===== src/rtl/lcd_byte_writer.sv =====
// lcd_byte_writer
//   Byte-level write engine for a 4-bit HD44780-style character LCD.
//   One command/data byte is accepted per iValid/oReady handshake. The byte
//   goes out as two nibbles, upper nibble first. Each nibble has setup, an
//   enable pulse and hold. A gap follows the upper nibble, and a post-write
//   wait follows the whole byte.
//   When iNibbleOnly is set, only iData[7:4] is sent. The power-on init
//   sequence uses this mode.
//
//   Build option: define LCD_LONG_WAIT_EN to use CLEAR_GAP_CYCLES after the
//   clear/return-home commands (0x01..0x03, RS = 0, full byte) in place of
//   BYTE_GAP_CYCLES.
//
// Ports
//   Clock                    system clock (50 MHz)
//   Reset                    asynchronous active-low reset
//   iValid / oReady          request handshake (oReady = idle)
//   iData[7:0]               byte to write
//   iRegisterSelect          0 = command, 1 = data
//   iNibbleOnly              send the upper nibble only
//   oDone                    one-cycle pulse in the last post-write cycle
//   oLCD_Enabled             LCD E
//   oLCD_RegisterSelect      LCD RS
//   oLCD_ReadWrite           LCD R/W, tied to write
//   oLCD_StrataFlashControl  held high to keep the shared flash off the bus
//   oLCD_Data[3:0]           LCD DB[7:4]
//
// States
//   state    | meaning
//   IDLE     | waiting for a request, oReady high
//   HI_SETUP | upper nibble and RS on the pins, E low
//   HI_PULSE | E high for the upper nibble
//   HI_HOLD  | E low, upper nibble still driven
//   NIB_GAP  | pins parked between the two nibbles
//   LO_SETUP | lower nibble and RS on the pins, E low
//   LO_PULSE | E high for the lower nibble
//   LO_HOLD  | E low, lower nibble still driven
//   BYTE_GAP | post-write execution wait, pins parked

module lcd_byte_writer #(
  parameter int unsigned SETUP_CYCLES      = 2,
  parameter int unsigned PULSE_CYCLES      = 12,
  parameter int unsigned HOLD_CYCLES       = 1,
  parameter int unsigned NIBBLE_GAP_CYCLES = 50,
  parameter int unsigned BYTE_GAP_CYCLES   = 2000,
  parameter int unsigned CLEAR_GAP_CYCLES  = 82000
) (
  input  logic       Clock,
  input  logic       Reset,
  input  logic       iValid,
  output logic       oReady,
  input  logic [7:0] iData,
  input  logic       iRegisterSelect,
  input  logic       iNibbleOnly,
  output logic       oDone,
  output logic       oLCD_Enabled,
  output logic       oLCD_RegisterSelect,
  output logic       oLCD_ReadWrite,
  output logic       oLCD_StrataFlashControl,
  output logic [3:0] oLCD_Data
);

  // A state lasts (load + 1) cycles. A zero-length setting still takes one cycle.
  function automatic logic [19:0] load_val(input int unsigned cycles);
    return (cycles == 0) ? 20'd0 : 20'(cycles - 1);
  endfunction

  localparam logic [19:0] SETUP_LD = load_val(SETUP_CYCLES);
  localparam logic [19:0] PULSE_LD = load_val(PULSE_CYCLES);
  localparam logic [19:0] HOLD_LD  = load_val(HOLD_CYCLES);
  localparam logic [19:0] NGAP_LD  = load_val(NIBBLE_GAP_CYCLES);
  localparam logic [19:0] BGAP_LD  = load_val(BYTE_GAP_CYCLES);
  localparam logic [19:0] CGAP_LD  = load_val(CLEAR_GAP_CYCLES);

  typedef enum logic [3:0] {
    IDLE, HI_SETUP, HI_PULSE, HI_HOLD, NIB_GAP,
    LO_SETUP, LO_PULSE, LO_HOLD, BYTE_GAP
  } state_t;

  state_t      state_q, state_d;
  logic [19:0] cnt_q, cnt_d;
  logic [7:0]  byte_q, byte_d;
  logic        rs_q, rs_d;
  logic        nib_q, nib_d;
  logic        e_q, e_d;
  logic        lcd_rs_q, lcd_rs_d;
  logic [3:0]  data_q, data_d;
  logic        done_q, done_d;

  logic        tc;
  logic        long_wait;
  logic [19:0] gap_ld;
  logic        hi_phase, lo_phase;

  assign tc = (cnt_q == 20'd0);

`ifdef LCD_LONG_WAIT_EN
  assign long_wait = !rs_q && !nib_q &&
                     ((byte_q == 8'h01) || (byte_q == 8'h02) || (byte_q == 8'h03));
`else
  assign long_wait = 1'b0;
`endif

  assign gap_ld = long_wait ? CGAP_LD : BGAP_LD;

  always_comb begin
    state_d  = state_q;
    cnt_d    = cnt_q;
    byte_d   = byte_q;
    rs_d     = rs_q;
    nib_d    = nib_q;
    hi_phase = 1'b0;
    lo_phase = 1'b0;

    if (state_q != IDLE && !tc)
      cnt_d = cnt_q - 20'd1;

    case (state_q)
      IDLE: if (iValid) begin
        state_d = HI_SETUP;
        cnt_d   = SETUP_LD;
        byte_d  = iData;
        rs_d    = iRegisterSelect;
        nib_d   = iNibbleOnly;
      end
      HI_SETUP: if (tc) begin state_d = HI_PULSE; cnt_d = PULSE_LD; end
      HI_PULSE: if (tc) begin state_d = HI_HOLD;  cnt_d = HOLD_LD;  end
      HI_HOLD:  if (tc) begin
        if (nib_q) begin state_d = BYTE_GAP; cnt_d = gap_ld;  end
        else       begin state_d = NIB_GAP;  cnt_d = NGAP_LD; end
      end
      NIB_GAP:  if (tc) begin state_d = LO_SETUP; cnt_d = SETUP_LD; end
      LO_SETUP: if (tc) begin state_d = LO_PULSE; cnt_d = PULSE_LD; end
      LO_PULSE: if (tc) begin state_d = LO_HOLD;  cnt_d = HOLD_LD;  end
      LO_HOLD:  if (tc) begin state_d = BYTE_GAP; cnt_d = gap_ld;   end
      BYTE_GAP: if (tc) begin state_d = IDLE;     cnt_d = 20'd0;    end
      default:  begin state_d = IDLE; cnt_d = 20'd0; end
    endcase

    // Pin values are decoded from the next state, so the registered pins
    // change on the same edge as the state does.
    hi_phase = (state_d == HI_SETUP) || (state_d == HI_PULSE) || (state_d == HI_HOLD);
    lo_phase = (state_d == LO_SETUP) || (state_d == LO_PULSE) || (state_d == LO_HOLD);
  end

  assign e_d      = (state_d == HI_PULSE) || (state_d == LO_PULSE);
  assign data_d   = hi_phase ? byte_d[7:4] : (lo_phase ? byte_d[3:0] : 4'h0);
  assign lcd_rs_d = (hi_phase || lo_phase) ? rs_d : 1'b0;
  assign done_d   = (state_d == BYTE_GAP) && (cnt_d == 20'd0);

  always_ff @(posedge Clock or negedge Reset) begin
    if (!Reset) begin
      state_q  <= IDLE;
      cnt_q    <= 20'd0;
      byte_q   <= 8'h00;
      rs_q     <= 1'b0;
      nib_q    <= 1'b0;
      e_q      <= 1'b0;
      lcd_rs_q <= 1'b0;
      data_q   <= 4'h0;
      done_q   <= 1'b0;
    end else begin
      state_q  <= state_d;
      cnt_q    <= cnt_d;
      byte_q   <= byte_d;
      rs_q     <= rs_d;
      nib_q    <= nib_d;
      e_q      <= e_d;
      lcd_rs_q <= lcd_rs_d;
      data_q   <= data_d;
      done_q   <= done_d;
    end
  end

  assign oReady                  = (state_q == IDLE);
  assign oDone                   = done_q;
  assign oLCD_Enabled            = e_q;
  assign oLCD_RegisterSelect     = lcd_rs_q;
  assign oLCD_Data               = data_q;
  assign oLCD_ReadWrite          = 1'b0;
  assign oLCD_StrataFlashControl = 1'b1;

endmodule


===== config.mk =====
export PLATFORM = sky130hd
export DESIGN_NAME = lcd_byte_writer
export DESIGN_NICKNAME = d
export VERILOG_FILES = /design/src/rtl/lcd_byte_writer.sv
export SDC_FILE = /design/constraint.sdc
export NUM_CORES = 1
export LEC_CHECK = 0
export CORE_MARGIN = 3
export CORE_UTILIZATION = 52
export DETAILED_ROUTE_END_ITERATION = 10
export PLACE_DENSITY = 0.76
export SYNTH_ARGS = -nofsm -noshare
export SYNTH_HDL_FRONTEND = slang
export SYNTH_SLANG_ARGS = --single-unit

===== constraint.sdc =====
create_clock -name Clock -period 2.55 [get_ports Clock]
set_clock_uncertainty 0.1 [all_clocks]
set_input_delay 0.51 -clock Clock [delete_from_list [all_inputs] [get_ports Clock]]
set_output_delay 0.51 -clock Clock [all_outputs]
set_load 0.03 [all_outputs]

==> impl_results.md, run 1 <==
* Final Cell Area at 3510 um^2
* Initial antenna violation count at 0
* Gr ovfl total at 0
* Die W at 74.5 um
* Routed wire length at 7770 um
* TritonCTS clock tree: yes
* Sink Count at 41
* Seq/Total Area, Yosys at 42.0%
* First-pass GRT wire length at 11800 um
* CP Cell Sequence: inv_1 > ha_2 > nor3b_4 > buf_6 > and3_2 > a21oi_1 > o21ai_0 > and3_1 > or4b_4 > nor4_4
* Clk Latency, worst-skew pair at 300 ps
* Main synth FF type: dfrtp_1
* Kind of critical path: reg2reg
* Data required, critical path at 2660 ps
* Setup slack at placement at -178 ps
* Critical-path top delay cell: or4b_4
* Area Growth Syn to Fin at 43.7%
* Clk root buf: clkbuf_8
* # H-tree levels at 2
* Yosys top cell area share at 42.0%
* Critical path's top delay family: simple AND/OR/NAND/NOR gates
* Syn Inst Count at 253
* # port buffers at 20
* Die height at 74.5 um
* Ys async rst share at 100%
* Max Root-Sink Buffers at 2
* GPL Wtd Cong at 0.959
* Core area at 4440 um^2
* Worst-path clk slew at 80 ps
* WL/cell at 19.5 um
* Max incr delay on CP at 540 ps
* Sw Ratio at 39.6%
* RSZ-0062 raised after global routing: true
* Final #Nets at 360
* Dpl cell area at 3160 um^2
* Net count after synthesis at 267
* Violated checks: negative setup slack
* Syn_area_per_cell at 9.65 um^2
* Endpoints failing hold at 0
* Max FO, Critical Path at 4
* Combinational Power Share at 55.4%
* Die Area at 5550 um^2
* Pint at 2.26 mW
* Final max-slew violation count at 0
* Worst EP arrival at 2970 ps
* Drt via density at 6.43
* Sw Pwr at 1.49 mW
* Drt first-iter violations at 366
* Worst-margin pin slew at 914 ps
* Fin crit share at 112%
* Synth warnings at 0
* HPWL Detailed at 5170 um
* Sequential Power Share at 28.1%
* EDFF count, synth at 0
* ANT cells at 0
* Minimum clock period at 2860 ps
* Status: finished, violations left
* Vias in the first global route at 2461
* Final setup fails at 1
* Most frequent cells in the layout: 74 x buf_4, 41 x dfrtp_1, 27 x nor2_1, 18 x clkdlybuf4s50_1, 12 x nand2_1
* Crit path buffers/inverters at 2
* GR Util All Layers at 28.2%
* Cell Pwr Density at 1070 nW/um^2
* Crit path launch type: register
* Clock share of power at 16.6%
* Critical Path Sink Type: register
* Share of cells above drive strength 1 at 41.2%
* TritonCTS buffer count at 5
* Detailed-route via count at 2564
* Drc violations at 0
* Final worst slack at -311 ps
* Area leader, netlist: dfrtp_1
* Unique masters post-synth at 63
* Hold_buf cts at 0
* Area of the mapped netlist at 2440 um^2
* Starting Density at 54.9%
* DRT antenna net count at 0
* Largest net degree at the start of global routing at 42
* TritonRoute pass-1 iters at 5
* Most common cell after layout, fill and taps aside: buf_4
* Worst VDD drop at 492 uV
* Max-cap violations at 0
* # IOs at 23
* Peak Freq at 0.350 GHz
* Largest cells by area after synthesis: dfrtp_1 42%, mux2_2 4.6%, nor2_1 4.3%, nor3_1 2.9%, mux2i_1 2.5%
* Hold Crit Class: in2async
* Rel. slew slack at 39.1%
* FP Rows at 24
* LEAKAGE at 1.55 nW
* Number of synthesized register bits at 41
## layout make-up
class	count	area (um^2)
clock inverters	3	65.1
inverters	9	36.3
flip-flops and latches	41	1030
multi-input cells	192	1460
fillers	283	936
clock buffers	5	68.8
repair buffers	97	786
well taps	52	65.1
## logic make-up after synthesis
family / share of synthesized area (%)
simple gates: 26.6
compound gates: 15.2
flops: 42.0
buf+inv: 4.36
mux: 7.07
xor+xnor: 3.95
other cells: 0.308
fa+ha+maj: 0.512
## worst reg2reg max path: stages (launching register included)
cell and delay (ps):
dfrtp_1 400, inv_1 60, ha_2 170, nor3b_4 160, buf_6 120, and3_2 230, a21oi_1 300, o21ai_0 170
and3_1 240, or4b_4 540, nor4_4 260
## sequential cells by signal (all words and copies together) (netlist names)
signal	count
rs_q	1
oLCD_RegisterSelect	1
oDone	1
byte_q	8
oLCD_Data	4
oLCD_Enabled	1
nib_q	1
state_q	4
cnt_q	20
## timing repair
action | CTS | global route
pin swaps | 2 | 13
buffers inserted | 3 | 4
setup endpoints to repair | 6 | 8
resized for setup | 9 | 26
## cell usage after synthesis (all sizes together), types with 6 or more instances
cell type and n:
a21oi 11, clkbuf 6, dfrtp 41, inv 9, mux2 10, mux2i 6
nand2 13, nand3 8, nand4 7, nor2 30, nor3 15, nor4 10
o21ai 9, or4 6, xnor2 6
## final timing paths
path,from,end,slack [ps],cells past startpoint
min reg2reg,byte_q[6],byte_q[6],400,1
max reg2reg,cnt_q[1],oDone,-310,10
max in group asynchronous,Reset,cnt_q[13],1530,1
max,cnt_q[1],oDone,-310,10
min in group Clock,byte_q[6],byte_q[6],400,1
min,Reset,nib_q,230,1
## metrics by stage
stage	power [mW]	utilization (%)	setup TNS [ps]	cells	hold WS [ps]
after global placement	2.79	71.1	-201	384	377
final	3.75	78.9	-311	399	235
after detailed placement	2.83	71.1	-575	384	389
after floorplan	2.04	-	-64.6	253	114
after global routing	3.94	78.9	-454	399	301
after CTS	3.54	75.6	-114	395	264
## per-layer routing
layer	track usage (%)	share of wire, %	vias up
met5	0	0	-
met4	13.6	4.7	0
met3	9.05	10	49
met2	44.6	48	170
met1	34.8	37	1215
li1	-	-	1130
## power groups by stage
| stage | logic, mW | registers, mW | clock network (mW) |
|---|---|---|---|
| 2_1_floorplan | 0.940 | 1.10 | 0 |
| 3_3_place_gp | 1.74 | 1.04 | 0 |
| 3_5_place_dp | 1.77 | 1.06 | 0 |
| 4_1_cts | 1.86 | 1.05 | 0.634 |
| 5_1_grt | 2.20 | 1.07 | 0.663 |
| 6_report | 2.08 | 1.05 | 0.622 |
Note: power is estimated with default switching activity, not from simulation.
==> run 2, diff against run 1 <==
--- a/config.mk
+++ b/config.mk
@@ -8,7 +8,7 @@
 export CORE_MARGIN = 3
 export CORE_UTILIZATION = 52
 export DETAILED_ROUTE_END_ITERATION = 10
-export PLACE_DENSITY = 0.76
+export PLACE_DENSITY = 0.85
 export SYNTH_ARGS = -nofsm -noshare
 export SYNTH_HDL_FRONTEND = slang
 export SYNTH_SLANG_ARGS = --single-unit
==> run 2 against run 1 <==
Effect of this change: count of clock-buffer cells in the layout unchanged; the flow still finishes with violations (negative setup slack); flip-flop and latch count unchanged; worst hold slack got worse by 15 ps; critical endpoint unchanged; largest power group unchanged; clock power decreased by 14%; sequential power about the same.
==> impl_results.md, run 2 (synthesis gave the netlist of run 1 again) <==
* Final max-slew violation count at 0
* Drt first-iter violations at 458
* Sequential Power Share at 28.2%
* Largest net degree at the start of global routing at 42
* TritonRoute pass-1 iters at 5
* Detailed-route via count at 2633
* Most frequent cells in the layout: 85 x buf_4, 41 x dfrtp_1, 27 x nor2_1, 18 x clkdlybuf4s50_1, 12 x nand2_1
* Storage element area at 1030 um^2
* Fill cells at 263
* Worst-margin pin slew at 891 ps
* Gr ovfl total at 0
* # port buffers at 20
* Violated checks: negative setup slack
* Starting Density at 54.9%
* FP Rows at 24
* TritonCTS buffer count at 5
* Post-route insts no fill at 407
* Rel. slew slack at 40.6%
* Max incr delay on CP at 450 ps
* Die height at 74.5 um
* Final setup fails at 1
* Cell Pwr Density at 1060 nW/um^2
* WL/cell at 20.1 um
* Initial antenna violation count at 0
* LEAKAGE at 1.57 nW
* Placed insts at 385
* Routed wire length at 8170 um
* DRT antenna net count at 0
* Die Area at 5550 um^2
* GPL Wtd Cong at 1.00
* Sink Count at 41
* CP Launch Point: cnt_q[4]
* Die W at 74.5 um
* Endpoints failing hold at 0
* Crit path launch type: register
* Drc violations at 0
* CP Cell Sequence: nor4_4 > buf_4 > nand4_1 > o21ai_1 > nand2_1 > o221a_2 > or3_1 > nor4_2
* Setup slack at placement at -239 ps
* Area occupied by multi-input gates at 1460 um^2
* Sw Ratio at 40.8%
* RSZ-0062 raised after global routing: true
* Largest register FFs at 20
* Drt via density at 6.47
* Worst-path clk slew at 90 ps
* Register-to-register setup slack at -270 ps
* Dpl cell area at 3170 um^2
* Data required, critical path at 2650 ps
* FF-to-FF Start: cnt_q[4]
* Worst hold margin at 219 ps
* Sw Pwr at 1.53 mW
* Critical Path Sink Type: register
* Hold Crit Class: in2async
* TritonCTS clock tree: yes
* Reg-to-reg endpoint: oDone
* Worst VDD drop at 569 uV
* Status: finished, violations left
* Most common cell after layout, fill and taps aside: buf_4
* Critical-path top delay cell: nor4_4
* Worst EP arrival at 2930 ps
* Reg2Reg Depth at 8
* GR Util All Layers at 29.0%
* First-pass GRT wire length at 12100 um
* Clk Latency, worst-skew pair at 310 ps
* Share of cells above drive strength 1 at 40.8%
* Vias in the first global route at 2455
* Clock share of power at 14.3%
* Final Cell Area at 3530 um^2
* Max FO, Critical Path at 4
* Final worst slack at -274 ps
* Combinational Power Share at 57.6%
* Crit path to: oDone
* Core area at 4440 um^2
* # IOs at 23
* Area Growth Syn to Fin at 44.8%
* # H-tree levels at 2
* Max-cap violations at 0
* Top Registers: cnt_q (20), byte_q (8)
* Pint at 2.22 mW
* Max Root-Sink Buffers at 2
* Peak Freq at 0.354 GHz
* Kind of critical path: reg2reg
* ANT cells at 0
* HPWL Detailed at 5350 um
* Minimum clock period at 2820 ps
* Final #Nets at 368
* Top reg by flops: cnt_q
* Clk root buf: clkbuf_8
* Fin crit share at 111%
run 2: final cells by class:
cell class	instances	share of cell area [%]
Clock buffer	5	1.95
Multi-Input combinational cell	192	41.2
Clock inverter	3	1.31
Timing Repair Buffer	105	23.6
Sequential cell	41	29.0
Tap cell	52	1.84
Inverter	9	1.03
run 2: layer usage:
metal | track usage [%] | share of wire [%]
met4 | 12.1 | 6.2
met3 | 5.27 | 9.2
met2 | 48.6 | 47
met5 | 0 | 0
met1 | 36.9 | 37
run 2: critical path: cells and delay by family, from the launching register on:
kind,cells,cell delay (ps)
AOI/OAI and AO/OA,2,620
buffers and inverters,1,220
DFF,1,420
and+or+nand+nor,5,1360
run 2: power by group through the flow:
stage	logic [mW]	clock network (mW)	registers, mW
floorplan	0.940	0	1.10
global placement	1.75	0	1.05
detailed placement	1.80	0	1.06
CTS	1.90	0.542	1.05
global route	2.28	0.572	1.08
finish	2.16	0.535	1.06
run 2: repair_timing:
item | CTS | global route
hold endpoints to repair | 0 | 0
pin swaps | 3 | 11
buffers inserted | 6 | 8
endpoints found under the setup margin | 6 | 9
resized for setup | 10 | 18
hold buffers | 0 | 0
run 2: per-stage QoR:
step | util [%] | total power, mW | setup TNS [ps]
final | 79.5 | 3.75 | -274
after global routing | 79.5 | 3.94 | -536
after CTS | 76.0 | 3.49 | -138
after detailed placement | 71.3 | 2.86 | -586
after global placement | 71.3 | 2.80 | -437
after floorplan | - | 2.04 | -64.6
run 2: worst min-delay path by stage:
| stage | end | slack, ps |
|---|---|---|
| final | cnt_q[3] | 220 |
| after global routing | cnt_q[3] | 280 |
| after CTS | cnt_q[3] | 250 |
| after detailed placement | byte_q[3] | 380 |
| after global placement | rs_q | 380 |
| after floorplan | byte_q[0] | 110 |
==> run 3, diff against run 2 <==
--- a/config.mk
+++ b/config.mk
@@ -5,6 +5,7 @@
 export SDC_FILE = /design/constraint.sdc
 export NUM_CORES = 1
 export LEC_CHECK = 0
+export CAP_MARGIN = 10
 export CORE_MARGIN = 3
 export CORE_UTILIZATION = 52
 export DETAILED_ROUTE_END_ITERATION = 10
==> results of run 3 <==
No change in the layout: final DEF, timing and power equal those of run 2.
